===== src/rtl/branch_pc_ctrl.sv =====
// Branch resolution and PC-redirect controller: 2-bit predictor table, BEQ/BNE
// resolution in EX, mispredict redirect/flush sequencing and performance counters.
module branch_pc_ctrl #(
  parameter int IDX_W        = 4,
  parameter int FLUSH_CYCLES = 2,
  parameter int CNT_W        = 16
) (
  input  logic             i_clk,
  input  logic             i_reset,
  input  logic [31:0]      i_fetch_pc,
  output logic             o_pred_taken,
  input  logic             i_ex_valid,
  input  logic [31:0]      i_ex_pc,
  input  logic [2:0]       i_ex_funct3,
  input  logic             i_ex_zero,
  input  logic             i_ex_pred,
  output logic             o_redirect,
  output logic             o_redirect_taken,
  input  logic             i_fetch_rdy,
  output logic             o_flush,
  output logic             o_busy,
  output logic [CNT_W-1:0] o_branch_cnt,
  output logic [CNT_W-1:0] o_mispred_cnt
);

  localparam int DEPTH = 1 << IDX_W;
  localparam int FC_W  = (FLUSH_CYCLES < 2) ? 1 : $clog2(FLUSH_CYCLES + 1);
  localparam logic [FC_W-1:0]  FC_INIT  = FC_W'(FLUSH_CYCLES);
  localparam logic [FC_W-1:0]  FC_ONE   = FC_W'(1);
  localparam logic [CNT_W-1:0] CNT_MAX  = {CNT_W{1'b1}};
  localparam logic [CNT_W-1:0] CNT_ZERO = {CNT_W{1'b0}};
  localparam logic [CNT_W-1:0] CNT_ONE  = {{(CNT_W-1){1'b0}}, 1'b1};

  typedef enum logic [1:0] {
    S_IDLE     = 2'd0,
    S_REDIRECT = 2'd1,
    S_FLUSH    = 2'd2
  } state_t;

  state_t            r_state;
  logic [FC_W-1:0]   r_flush_cnt;
  logic [1:0]        r_table [DEPTH];

  logic [IDX_W-1:0]  w_fetch_idx;
  logic [IDX_W-1:0]  w_ex_idx;
  logic [1:0]        w_ex_entry;
  logic [1:0]        w_entry_next;
  logic              w_is_br;
  logic              w_taken;
  logic              w_tracked;
  logic              w_mispred;
  logic              w_unused;

  assign w_fetch_idx  = i_fetch_pc[IDX_W+1:2];
  assign w_ex_idx     = i_ex_pc[IDX_W+1:2];
  assign w_ex_entry   = r_table[w_ex_idx];
  assign o_pred_taken = r_table[w_fetch_idx][1];
  assign w_tracked    = i_ex_valid & w_is_br & (r_state == S_IDLE);
  assign w_mispred    = w_tracked & (w_taken != i_ex_pred);
  assign w_unused     = ^{i_fetch_pc[31:IDX_W+2], i_fetch_pc[1:0],
                          i_ex_pc[31:IDX_W+2], i_ex_pc[1:0]};

  // Decode branch type and actual outcome from funct3 and the ALU zero flag.
  always_comb begin
    w_is_br = 1'b0;
    w_taken = 1'b0;
    case (i_ex_funct3)
      3'b000: begin
        w_is_br = 1'b1;
        w_taken = i_ex_zero;
      end
      3'b001: begin
        w_is_br = 1'b1;
        w_taken = ~i_ex_zero;
      end
      default: begin
        w_is_br = 1'b0;
        w_taken = 1'b0;
      end
    endcase
  end

  // Saturating move of the resolved entry toward the actual outcome.
  always_comb begin
    w_entry_next = w_ex_entry;
    if (w_taken) begin
      if (w_ex_entry != 2'b11) w_entry_next = w_ex_entry + 2'b01;
      else                     w_entry_next = w_ex_entry;
    end else begin
      if (w_ex_entry != 2'b00) w_entry_next = w_ex_entry - 2'b01;
      else                     w_entry_next = w_ex_entry;
    end
  end

  // Predictor table: reset to weak not-taken, written on tracked resolutions.
  always_ff @(posedge i_clk or posedge i_reset) begin
    if (i_reset) begin
      for (int i = 0; i < DEPTH; i++) r_table[i] <= 2'b01;
    end else if (w_tracked) begin
      r_table[w_ex_idx] <= w_entry_next;
    end
  end

  // Saturating performance counters.
  always_ff @(posedge i_clk or posedge i_reset) begin
    if (i_reset) begin
      o_branch_cnt  <= CNT_ZERO;
      o_mispred_cnt <= CNT_ZERO;
    end else if (w_tracked) begin
      if (o_branch_cnt != CNT_MAX) o_branch_cnt <= o_branch_cnt + CNT_ONE;
      if (w_mispred && (o_mispred_cnt != CNT_MAX)) o_mispred_cnt <= o_mispred_cnt + CNT_ONE;
    end
  end

  // Recovery FSM; outputs are registered alongside the state so busy tracks it exactly.
  always_ff @(posedge i_clk or posedge i_reset) begin
    if (i_reset) begin
      r_state          <= S_IDLE;
      r_flush_cnt      <= {FC_W{1'b0}};
      o_redirect       <= 1'b0;
      o_redirect_taken <= 1'b0;
      o_flush          <= 1'b0;
      o_busy           <= 1'b0;
    end else begin
      case (r_state)
        S_IDLE: begin
          if (w_mispred) begin
            r_state          <= S_REDIRECT;
            o_redirect       <= 1'b1;
            o_redirect_taken <= w_taken;
            o_busy           <= 1'b1;
          end
        end
        S_REDIRECT: begin
          if (i_fetch_rdy) begin
            o_redirect       <= 1'b0;
            o_redirect_taken <= 1'b0;
            if (FLUSH_CYCLES == 0) begin
              r_state <= S_IDLE;
              o_busy  <= 1'b0;
            end else begin
              r_state     <= S_FLUSH;
              r_flush_cnt <= FC_INIT;
              o_flush     <= 1'b1;
            end
          end
        end
        S_FLUSH: begin
          if (r_flush_cnt == FC_ONE) begin
            r_state <= S_IDLE;
            o_flush <= 1'b0;
            o_busy  <= 1'b0;
          end else begin
            r_flush_cnt <= r_flush_cnt - FC_ONE;
          end
        end
        default: begin
          r_state          <= S_IDLE;
          o_redirect       <= 1'b0;
          o_redirect_taken <= 1'b0;
          o_flush          <= 1'b0;
          o_busy           <= 1'b0;
        end
      endcase
    end
  end

endmodule

===== config.mk =====
export PLATFORM = sky130hd
export DESIGN_NAME = branch_pc_ctrl
export DESIGN_NICKNAME = d
export VERILOG_FILES = /design/src/rtl/branch_pc_ctrl.sv
export SDC_FILE = /design/constraint.sdc
export NUM_CORES = 1
export LEC_CHECK = 0
export CORE_ASPECT_RATIO = 0.5
export CORE_UTILIZATION = 60
export DETAILED_ROUTE_END_ITERATION = 10
export DONT_BUFFER_PORTS = 1
export PLACE_DENSITY = 0.76
export RECOVER_POWER = 50
export SLEW_MARGIN = 25
export SYNTH_ARGS = -nofsm -noshare
export SYNTH_HDL_FRONTEND = slang
export SYNTH_SLANG_ARGS = --single-unit

===== constraint.sdc =====
create_clock -name i_clk -period 2.9 [get_ports i_clk]
set_input_delay 0.725 -clock i_clk [delete_from_list [all_inputs] [get_ports i_clk]]
set_output_delay 0.725 -clock i_clk [all_outputs]
set_load 0.02 [all_outputs]

== Word-level counts from Yosys, hierarchy flattened ==
Index checks and enable logic that the tools add are counted.
Operators by class
  add/sub/neg operators: 5
  $mul: 0
  div/mod/pow operators: 0
  order comparisons: 3
  equal/unequal tests: 12
  shift-type cells: 0
  muxes and demuxes: 29
  bitwise operators: 9
  reductions and logical operators: 14
Operators with widths (number)
  16-bit by 1-bit adder with 16-bit output (second input constant): 2
  32-bit bitwise mux: 1
  16-bit != test (second input constant): 2
  2-bit two-way mux: 12
  2-bit binary-select mux with 4-bit select: 2
  3-bit AND reduction: 5
  1-bit case mux with 3 select lines: 4
  5-bit greater-or-equal comparator (second input constant): 2
  2-bit != test (second input constant): 5
  4-bit inverter with 5-bit output: 2
  2-bit demux with 4-bit select: 1
  1-bit two-way mux: 6
  2-bit case mux with 3 select lines: 1
  5-bit by 1-bit < comparator with 1-bit output (second input constant): 1
  2-bit by 1-bit equality test with 1-bit output (second input constant): 2
  1-bit inverter: 4
  2-bit case mux with 2 select lines: 1
  2-bit AND reduction: 2
  2-bit nonzero test: 2
  2-bit by 1-bit subtractor with 2-bit output (second input constant): 2
  1-bit bitwise AND: 3
  3-bit by 1-bit equality test with 1-bit output (second input constant): 1
  3-bit logical NOT: 1
  2-bit by 1-bit adder with 2-bit output (second input constant): 1
  other kinds (6): 7
Word-level totals
  flip-flop bits (word level): 72
  latch bits: 0
  RAM bits: 0
  memory bits (read-only): 0
  input port bits: 73
  output and inout bits: 37
  word-level logic and storage cells: 96
  memories: 0

== Longest topological paths before layout ==
Gate-level depths: netlist of the first run.
  depth after elaboration: 8
  depth in mapped cells: 6
  mapped depth without buffers: 6

== Worst setup path before layout of the first run ==
Ideal clock, no wire load.
  path type: input to output
  start point: in i_fetch_pc[2]
  end point: out o_pred_taken
  data arrival time: 1730 ps
  required time: 2175 ps
  setup slack: 445 ps
  stages: 2
  cell sequence: mux4_2 -> mux4_2
Between the ends
  longest elaborated chain between the ends: 4
Ends and longest elaborated chain
  start: declaration: line 10  | input logic [31:0] i_fetch_pc,
  4-bit inverter with 5-bit output (not written as such): line 57  | assign o_pred_taken = r_table[w_fetch_idx][1];
  2-bit binary-select mux with 4-bit select: line 57
  2-bit two-way mux (not written as such) (2 in series): line 57
  end: declaration: line 11  | output logic o_pred_taken,
Every way passes these cells. The select of a mux whose other input is x is not followed.

== Worst setup path in the final report of the first run ==
Ends and elaborated chain as after synthesis.

==> flow_metrics.env, run 1 <==
export IMPL_crit_type="in -> out"
export IMPL_fin_total_pwr_w=0.00270
export IMPL_cts_buffers=9
export IMPL_grt_pass1_wl_microns=12000
export IMPL_drc=0
export IMPL_root_buffer="clkbuf_16"
export IMPL_clk_pin_slew_worst_paths_ns=0.05
export IMPL_outcome="finished with violations"
export IMPL_postCtsSetupRepairBufs=0
export IMPL_slowest_delay_ns=0.56
export IMPL_drive_gt1_share_pct=30.8
export IMPL_hold_viol=0
export IMPL_dp_hpwl_microns=5210
export IMPL_clk_latency_ns=0.32
export IMPL_post_route_min_period_ns=2.49
export IMPL_gp_congestion=0.838
export IMPL_power_density_nw_per_um2=656
export IMPL_syn2layout_area_growth_pct=10.2
export IMPL_skew_ns=0.00592
export IMPL_antennaDiodeCount=0
export IMPL_die_h_microns=57.8
export IMPL_syn_inst=305
export IMPL_synth_fa_ha_area_share_pct=2.07
export IMPL_num_vias=2454
export IMPL_start_util_pct=65.3
export IMPL_fmax_mhz=402
export IMPL_synth_warnings=0
export IMPL_synth_distinct_cells=56
export IMPL_synthXorXnorAreaFrac_pct=5.62
export IMPL_synth_flop_cell="dfrtp_1"
export IMPL_ys_seq_area_share_pct=48.7
export IMPL_drt_initial_drc_count=124
export IMPL_port_buffers=0
export IMPL_ctsResizeCount=0
export IMPL_fp_dieW_microns=114
export IMPL_drv_cap=2
export IMPL_irDropWorstVdd_uv=401
export IMPL_grt_max_degree=39
export IMPL_final_common_cell="dfrtp_1"
export IMPL_relSlewSlack_pct=-27.1
export IMPL_path_cells="mux4_2, mux4_2"
export IMPL_setup_viol=0
export IMPL_finalWirelength_microns=7090
export IMPL_hold_buffers=0
export IMPL_final_net_count=389
export IMPL_cpMostUsedCell="mux4_2"
export IMPL_ant_nets=0
export IMPL_min_path_type="in -> reg"
export IMPL_antenna_found_initial=0
export IMPL_grt_overflow=0
export IMPL_crit_required_ns=2.17
export IMPL_netlist_area_sq_um=3740
export IMPL_drv_slew=74
export IMPL_cp_slowest_cell="mux4_2"
export IMPL_postSynth_asyncResetShare_pct=100
export IMPL_final_cell_mix="56 x dfrtp_1, 33 x mux2_2, 23 x nand2_1, 17 x nor2_1, 16 x dfstp_2"
export IMPL_drt_first_pass_iters=5
export IMPL_path_buf_inv=0
export IMPL_syn_nets=381
export IMPL_grt_pass1_vias=2464
export IMPL_cts_max_level=3
export IMPL_synth_area_per_cell_sq_um=12.3
export IMPL_finalSetupTns_ns=0
export IMPL_fin_crit_sh_pct=85.8
export IMPL_pin_count=110
export IMPL_start_kind="input port"
export IMPL_cp_max_fo=4
export IMPL_routedWlPerCell_microns=17.6
export IMPL_synth_compound_area_share_pct=5.96
export IMPL_clock_sinks=72
export IMPL_clock_path_buffers=2
export IMPL_dieArea_sq_um=6570
export IMPL_p_leak_nw=1.77
export IMPL_synth_edf_count=0
export IMPL_endpoint_kind="primary output"
export IMPL_yosys_area_share_simple_pct=16.7
export IMPL_violations="max-capacitance violations, max-slew violations"
export IMPL_arrival_ns=1.76
export IMPL_rsz0062_at_grt="false"
export IMPL_cpLargestDelayFamily="multiplexers"
export IMPL_avgViaCountPerCell=6.10
export IMPL_worst_pin_slew_ns=1.91
export IMPL_cts_tree="built"
export IMPL_row_count=19
export IMPL_ys_ff_latch=72
export IMPL_synthMuxAreaShare_pct=19.0
export IMPL_core_area_sq_um=5730
export IMPL_grt_total_usage_pct=24.5
export IMPL_synth_top_family_by_area="multiplexers"
==> routing by layer <==
metal  GRT usage [%]  share of wire, %  up-vias
met5               0                 0        -
met2            40.5                48       80
met3            9.31               7.8        9
met1            30.5                43     1220
li1                -                 -     1145
met4            7.89               1.2        0
==> final cells by class <==
| cell class | count | area [sq um] |
|---|---|---|
| well taps | 84 | 105 |
| flip-flops and latches | 72 | 1820 |
| multi-input cells | 220 | 1850 |
| clock buffers | 13 | 260 |
| fillers | 384 | 1610 |
| clock inverters | 3 | 40.0 |
| repair buffers | 4 | 22.5 |
| inverters | 6 | 22.5 |
==> final timing paths <==
path                               endpoint  slack (ns)           from  cells after the start
max                            o_pred_taken        0.41  i_fetch_pc[2]                      2
min                        o_redirect_taken        0.48      i_ex_pred                      1
max reg2reg                      r_table[9]        0.64     r_state[1]                      5
min reg2reg                      r_table[7]        0.53     r_table[7]                      1
max in group asynchronous           o_flush        0.80        i_reset                      2
min in group asynchronous   o_branch_cnt[9]        0.95        i_reset                      2
==> registers in the layout, indices dropped and copies added, names as in the netlist <==
signal and flops:
r_flush_cnt 2, o_flush 1, o_branch_cnt 16, o_redirect 1, r_table 32, o_redirect_taken 1, o_busy 1, o_mispred_cnt 16
r_state 2
==> cells in the mapped netlist, drive strengths merged, types with 6 or more instances <==
master | instances | area, sq um
dfrtp | 56 | 1400
mux2 | 36 | 409
nand2 | 24 | 97.6
nor2 | 19 | 76.3
nand3 | 17 | 95.1
dfstp | 16 | 420
a21oi | 13 | 72.6
mux4 | 13 | 293
xnor2 | 13 | 114
xor2 | 11 | 96.3
nor3 | 8 | 50.1
and3 | 7 | 45.1
nand4 | 7 | 43.8
inv | 6 | 22.5
==> logic make-up (layout without fill, tap and decap cells) <==
kind of cell	count (synthesis)	in the layout
buffers and inverters	13	26
adders and majority gates	7	7
and+or+nand+nor	107	107
xor gates and xnor gates	24	24
muxes	50	50
AOI/OAI and AO/OA	32	32
DFF	72	72
==> per-stage QoR <==
| step | worst slack (ns) | hold WS [ns] | utilization, % | instance area, sq um | instances |
|---|---|---|---|---|---|
| 2_1_floorplan | 0.377 | 0.476 | - | 3740 | 305 |
| 3_3_place_gp | 0.422 | 0.493 | 66.8 | 3830 | 386 |
| 3_5_place_dp | 0.412 | 0.510 | 66.8 | 3830 | 386 |
| 4_1_cts | 0.409 | 0.400 | 72.0 | 4130 | 402 |
| 5_1_grt | 0.357 | 0.473 | 71.9 | 4120 | 402 |
| 6_report | 0.411 | 0.482 | 71.9 | 4120 | 402 |
==> report_power, final <==
part	switching (W)	internal, W	leakage (nW)
registers	0.000220	0.00112	0.918
logic	0.000141	0.000132	0.704
clock network	0.000381	0.000710	0.150
Note: power is estimated with default switching activity, not from simulation.
==> inputs of run 2 (changes only) <==
==> constraint.sdc (replaced) <==
create_clock -name i_clk -period 2.3 [get_ports i_clk]
set_input_delay 0.575 -clock i_clk [delete_from_list [all_inputs] [get_ports i_clk]]
set_output_delay 0.575 -clock i_clk [all_outputs]
set_load 0.02 [all_outputs]
==> run 2 against run 1 <==
Net effect:
- final cell count increased by 7.0%
- clock power rose by 35%
- largest cell class unchanged
- clock-buffer cell count unchanged
- sequential share of layout area fell by 2.3 points
- the flow finishes with violations (negative setup slack)
- via count is 5.2% higher
- largest power group unchanged
- sequential cell count unchanged
- non-clock buffer count rose by 28
- total power grew 32%
- worst setup slack got worse by 0.43 ns
- critical path type is now reg -> out
- register-to-register slack lost 0.47 ns
- highest routed layer unchanged
==> flow_metrics.env, run 2 (synthesized netlist as in run 1, its figures left out) <==
export IMPL_avgViaCountPerCell=6.00
export IMPL_crit_required_ns=1.73
export IMPL_ant_nets=0
export IMPL_pin_count=110
export IMPL_final_net_count=417
export IMPL_largest_register="r_table"
export IMPL_drt_first_pass_iters=4
export IMPL_rrSetupSlack_ns=0.17
export IMPL_row_count=19
export IMPL_largest_reg_flops=32
export IMPL_dieArea_sq_um=6570
export IMPL_rsz0062_at_grt="true"
export IMPL_grt_total_usage_pct=27.2
export IMPL_dp_hpwl_microns=5690
export IMPL_relSlewSlack_pct=30.2
export IMPL_power_density_nw_per_um2=820
export IMPL_startpoint="r_table[3]"
export IMPL_clk_latency_ns=0.33
export IMPL_grt_pass1_wl_microns=13000
export IMPL_irDropWorstVdd_uv=775
export IMPL_setup_viol=1
export IMPL_crit_type="reg -> out"
export IMPL_clock_path_buffers=2
export IMPL_ff2ff_path_depth=7
export IMPL_die_h_microns=57.8
export IMPL_cts_buffers=9
export IMPL_endpoint_kind="primary output"
export IMPL_cts_tree="built"
export IMPL_fin_ws_ns=-0.0167
export IMPL_final_common_cell="dfrtp_1"
export IMPL_p_leak_nw=1.92
export IMPL_start_kind="register"
export IMPL_syn2layout_area_growth_pct=16.3
export IMPL_start_util_pct=65.3
export IMPL_clk_pin_slew_worst_paths_ns=0.06
export IMPL_fin_crit_sh_pct=101
export IMPL_core_area_sq_um=5730
export IMPL_drive_gt1_share_pct=36.7
export IMPL_outcome="finished with violations"
export IMPL_grt_overflow=0
export IMPL_grt_pass1_vias=2636
export IMPL_fp_dieW_microns=114
export IMPL_hold_viol=0
export IMPL_drv_cap=0
export IMPL_gp_congestion=0.840
export IMPL_reg_top3="r_table x32, o_branch_cnt x16, o_mispred_cnt x16"
export IMPL_antenna_found_initial=0
export IMPL_antennaDiodeCount=0
export IMPL_worst_pin_slew_ns=1.04
export IMPL_min_path_type="in -> async"
export IMPL_routedWlPerCell_microns=18.6
export IMPL_post_route_min_period_ns=2.32
export IMPL_finalWirelength_microns=7990
export IMPL_ctsResizeCount=0
export IMPL_cts_max_level=3
export IMPL_skew_ns=0.00626
export IMPL_drc=0
export IMPL_cp_max_fo=2
export IMPL_reg2reg_to="r_table[1]"
export IMPL_hold_buffers=0
export IMPL_fmax_mhz=432
export IMPL_num_vias=2581
export IMPL_clock_sinks=72
export IMPL_violations="negative setup slack"
export IMPL_r2r_start="r_table[3]"
export IMPL_arrival_ns=1.74
export IMPL_drv_slew=0
export IMPL_dpl_cell_count=404
export IMPL_finalHoldWorstSlack_ns=0.317
export IMPL_port_buffers=0
export IMPL_drt_initial_drc_count=168
export IMPL_root_buffer="clkbuf_16"
export IMPL_final_cell_mix="56 x dfrtp_1, 33 x mux2_2, 30 x buf_4, 23 x nand2_1, 17 x nor2_1"
export IMPL_grt_max_degree=36
export IMPL_stdcell_count=430
==> run 2: cell count changes in the layout (fill, tap and decap cells not counted) <==
cell        delta
clkinv_2       -1
inv_1          -1
clkbuf_2       +1
clkbuf_8       -1
bufinv_16      +1
buf_4         +28
clkinvlp_2     +1
==> run 2: final cells by class <==
type                    count  area, sq um
multi-input cells         220         1850
flip-flops and latches     72         1820
fillers                   372         1380
clock buffers              13          250
repair buffers             32          234
well taps                  84          105
clock inverters             3         65.1
inverters                   6         23.8
==> run 2: through the flow <==
stage	cell area (sq um)	setup TNS [ns]	total power (W)	setup slack, ns	utilization, %
final	4350	-0.0167	0.00356	-0.0167	75.9
after global routing	4350	-0.0497	0.00372	-0.0497	75.9
after CTS	4350	-0.0175	0.00361	-0.0175	76.0
after detailed placement	3980	0	0.00211	0.0689	69.4
after global placement	3980	0	0.00208	0.113	69.4
after floorplan	3740	0	0.00197	0.145	-
==> run 2: what timing repair did <==
action,CTS,global route
setup buffers,8,2
cloned,0,0
endpoints found under the setup margin,1,1
hold endpoints to repair,0,0
==> run 2: worst max path at each step <==
stage / end / slack [ns] / cells after the start
finish: o_pred_taken / -0.02 / 2
global route: o_pred_taken / -0.05 / 2
CTS: o_pred_taken / -0.02 / 2
detailed placement: o_mispred_cnt[14] / 0.07 / 5
floorplan: o_pred_taken / 0.15 / 2
global placement: o_mispred_cnt[14] / 0.11 / 5
==> run 2: layer usage <==
metal	routed length, microns	track usage [%]	up-vias
met5	0	0	-
met4	112	9.40	0
met3	480	10.6	14
met2	3860	43.6	63
met1	3530	34.4	1301
li1	-	-	1203
==> run 2: power by group <==
group | total (W) | switching, W | internal, W
Sequential | 0.00163 | 0.000215 | 0.00141
Combinational | 0.000467 | 0.000259 | 0.000208
Clock | 0.00147 | 0.000494 | 0.000978
Total | 0.00356 | 0.000968 | 0.00260
==> run 2: critical path, stage by stage, from the launching register on <==
cell	delay, ns
dfrtp_1	0.38
mux4_2	0.47
mux4_2	0.56
==> inputs of run 3 (changes only) <==
--- a/config.mk
+++ b/config.mk
@@ -5,6 +5,7 @@
 export SDC_FILE = /design/constraint.sdc
 export NUM_CORES = 1
 export LEC_CHECK = 0
+export ABC_AREA = 1
 export CORE_ASPECT_RATIO = 0.5
 export CORE_UTILIZATION = 60
 export DETAILED_ROUTE_END_ITERATION = 10
==> run 3 against run 2 <==
Net effect:
- the flow now finishes without violations
- worst setup slack better by 0.28 ns
- maximum frequency rose by 14%
- clock-buffer cell count is 2 lower
- synthesized area up 6.4%
- die area grew 6.2%
- critical endpoint is now o_mispred_cnt[12]
- largest cell class unchanged
- highest routed layer unchanged
==> flow_metrics.env, run 3 <==
export IMPL_post_route_min_period_ns=2.04
export IMPL_fin_total_pwr_w=0.00374
export IMPL_yosysMostFrequentCell="nand2_1"
export IMPL_crit_required_ns=2.52
export IMPL_syn2layout_area_growth_pct=11.7
export IMPL_finalSetupTns_ns=0
export IMPL_synth_warnings=0
export IMPL_grt_overflow=0
export IMPL_hold_buffers=0
export IMPL_endpoint_kind="register"
export IMPL_netlist_area_sq_um=3980
export IMPL_dp_hpwl_microns=6080
export IMPL_syn_inst=539
export IMPL_skew_ns=0.00391
export IMPL_avgViaCountPerCell=5.21
export IMPL_num_vias=3360
export IMPL_cpLargestDelayFamily="simple AND/OR/NAND/NOR gates"
export IMPL_ys_seq_area_share_pct=45.8
export IMPL_row_count=20
export IMPL_reg_top3="r_table x32, o_branch_cnt x16, o_mispred_cnt x16"
export IMPL_p_leak_nw=2.18
export IMPL_min_path_type="in -> async"
export IMPL_stdcell_count=645
export IMPL_postSynth_asyncResetShare_pct=100
export IMPL_drt_first_pass_iters=6
export IMPL_dpl_cell_count=630
export IMPL_worst_pin_slew_ns=1.24
export IMPL_largest_register="r_table"
export IMPL_core_area_sq_um=6230
export IMPL_die_h_microns=59.6
export IMPL_synth_edf_count=0
export IMPL_finalHoldWorstSlack_ns=0.240
export IMPL_start_kind="register"
export IMPL_gp_congestion=0.934
export IMPL_path_buf_inv=1
export IMPL_finalWirelength_microns=8580
export IMPL_path_cells="ha_1, nand3_1, nor3_2, nand3_1, nand2_1, clkinv_1, nand2_1, nor2_1, nand2_1, nand2_1"
export IMPL_setup_viol=0
export IMPL_ys_ff_latch=72
export IMPL_dieArea_sq_um=6980
export IMPL_crit_type="reg -> reg"
export IMPL_hold_viol=0
export IMPL_final_cell_mix="220 x nand2_1, 56 x dfrtp_1, 53 x inv_1, 53 x nor2_1, 35 x nand3_1"
export IMPL_antenna_found_initial=0
export IMPL_drv_slew=0
export IMPL_arrival_ns=2.26
export IMPL_clock_sinks=72
export IMPL_clock_path_buffers=2
export IMPL_synth_area_per_cell_sq_um=7.38
export IMPL_fin_crit_sh_pct=88.6
export IMPL_cts_buffers=9
export IMPL_start_util_pct=63.8
export IMPL_cp_max_fo=9
export IMPL_synth_flop_cell="dfrtp_1"
export IMPL_cpMostUsedCell="nand2_1"
export IMPL_ant_nets=0
export IMPL_synth_common_cells="220 x nand2_1, 56 x dfrtp_1, 54 x inv_1"
export IMPL_syn_nets=615
export IMPL_antennaDiodeCount=0
export IMPL_drc=0
export IMPL_fmax_mhz=491
export IMPL_grt_pass1_vias=3168
export IMPL_rsz0062_at_grt="false"
export IMPL_largest_reg_flops=32
export IMPL_fin_util_pct=71.3
export IMPL_grt_max_degree=54
export IMPL_cts_max_level=3
export IMPL_cts_tree="built"
export IMPL_clk_pin_slew_worst_paths_ns=0.06
export IMPL_drive_gt1_share_pct=9.87
export IMPL_relSlewSlack_pct=17.1
export IMPL_pin_count=110
export IMPL_final_net_count=629
export IMPL_irDropWorstVdd_uv=842
export IMPL_drt_initial_drc_count=197
export IMPL_postCtsSetupRepairBufs=0
export IMPL_synth_top_area_share_pct=35.2
export IMPL_grt_total_usage_pct=27.8
export IMPL_synth_area_leaders="dfrtp_1 35%, nand2_1 21%, dfstp_2 11%, inv_1 5.1%, nor2_1 5.0%"
export IMPL_port_buffers=0
export IMPL_final_common_cell="nand2_1"
export IMPL_synth_distinct_cells=29
export IMPL_slowest_delay_ns=0.49
export IMPL_drv_cap=0
export IMPL_power_density_nw_per_um2=842
export IMPL_outcome="finished clean"
export IMPL_netlist_top_cell_by_area="dfrtp_1"
export IMPL_grt_pass1_wl_microns=14300
export IMPL_cp_slowest_cell="dfrtp_1"
export IMPL_root_buffer="clkbuf_16"
export IMPL_routedWlPerCell_microns=13.3
export IMPL_clk_latency_ns=0.34
export IMPL_fp_dieW_microns=117
run 3: cell count changes after synthesis, sizes merged, moves of 7 or more:
| cell | delta |
|---|---|
| nand2 | +202 |
| inv | +49 |
| mux2 | -36 |
| nor2 | +36 |
| nand3 | +18 |
| o21ai | +15 |
| mux4 | -13 |
| and3 | -7 |
run 3: logic make-up after synthesis:
kind of cell	synth area share, %
AOI/OAI and AO/OA	4.44
buffers and inverters	7.08
xor gates and xnor gates	6.39
adders and majority gates	0.944
and+or+nand+nor	34.3
muxes	1.01
DFF	45.8
run 3: final cells by class:
cell class	instances	area (sq um)
multi-input cells	401	1880
clock buffers	11	253
repair buffers	12	87.6
fillers	497	1790
clock inverters	4	76.3
inverters	57	215
well taps	88	110
flip-flops and latches	72	1820
run 3: worst reg2reg max path: stages (launching register included):
cell and delay, ns:
dfrtp_1 0.49, ha_1 0.22, nand3_1 0.18, nor3_2 0.20, nand3_1 0.11, nand2_1 0.12
clkinv_1 0.25, nand2_1 0.21, nor2_1 0.05, nand2_1 0.05, nand2_1 0.05
run 3: layer usage:
layer	vias to the layer above	track usage [%]	share of wire, %	wire (microns)
met1	1553	34.9	45	3860
met4	0	7.78	1.0	89
met3	10	10.5	8.0	684
met2	95	45.6	46	3940
met5	-	0	0	0
li1	1702	-	-	-
run 3: worst paths after layout:
kind                                   from                end  slack (ns)  cells after the start
min reg2reg                     r_table[28]        r_table[28]        0.47                      2
min                                 i_reset  o_mispred_cnt[14]        0.24                      1
max                        o_mispred_cnt[0]  o_mispred_cnt[12]        0.26                     10
min in group i_clk              i_fetch_rdy         r_state[0]        0.43                      3
max in group asynchronous           i_reset        r_table[21]        0.42                      2
max reg2reg                o_mispred_cnt[0]  o_mispred_cnt[12]        0.26                     10
run 3: stage by stage:
stage	cell area (sq um)	worst slack, ns
finish	4440	0.263
global route	4440	0.0156
CTS	4450	0.145
detailed placement	4130	0.217
global placement	4130	0.239
floorplan	3980	0.0331
run 3: power by group:
part           switching (W)  leakage (nW)  internal (W)
Combinational       0.000338          1.10      0.000188
Sequential          0.000249         0.919       0.00143
Clock               0.000524         0.158       0.00101
run 3: timing repair:
item | CTS | global route
gates resized for setup | 0 | 1
hold endpoints to repair | 0 | 0
endpoints found under the setup margin | 0 | 3
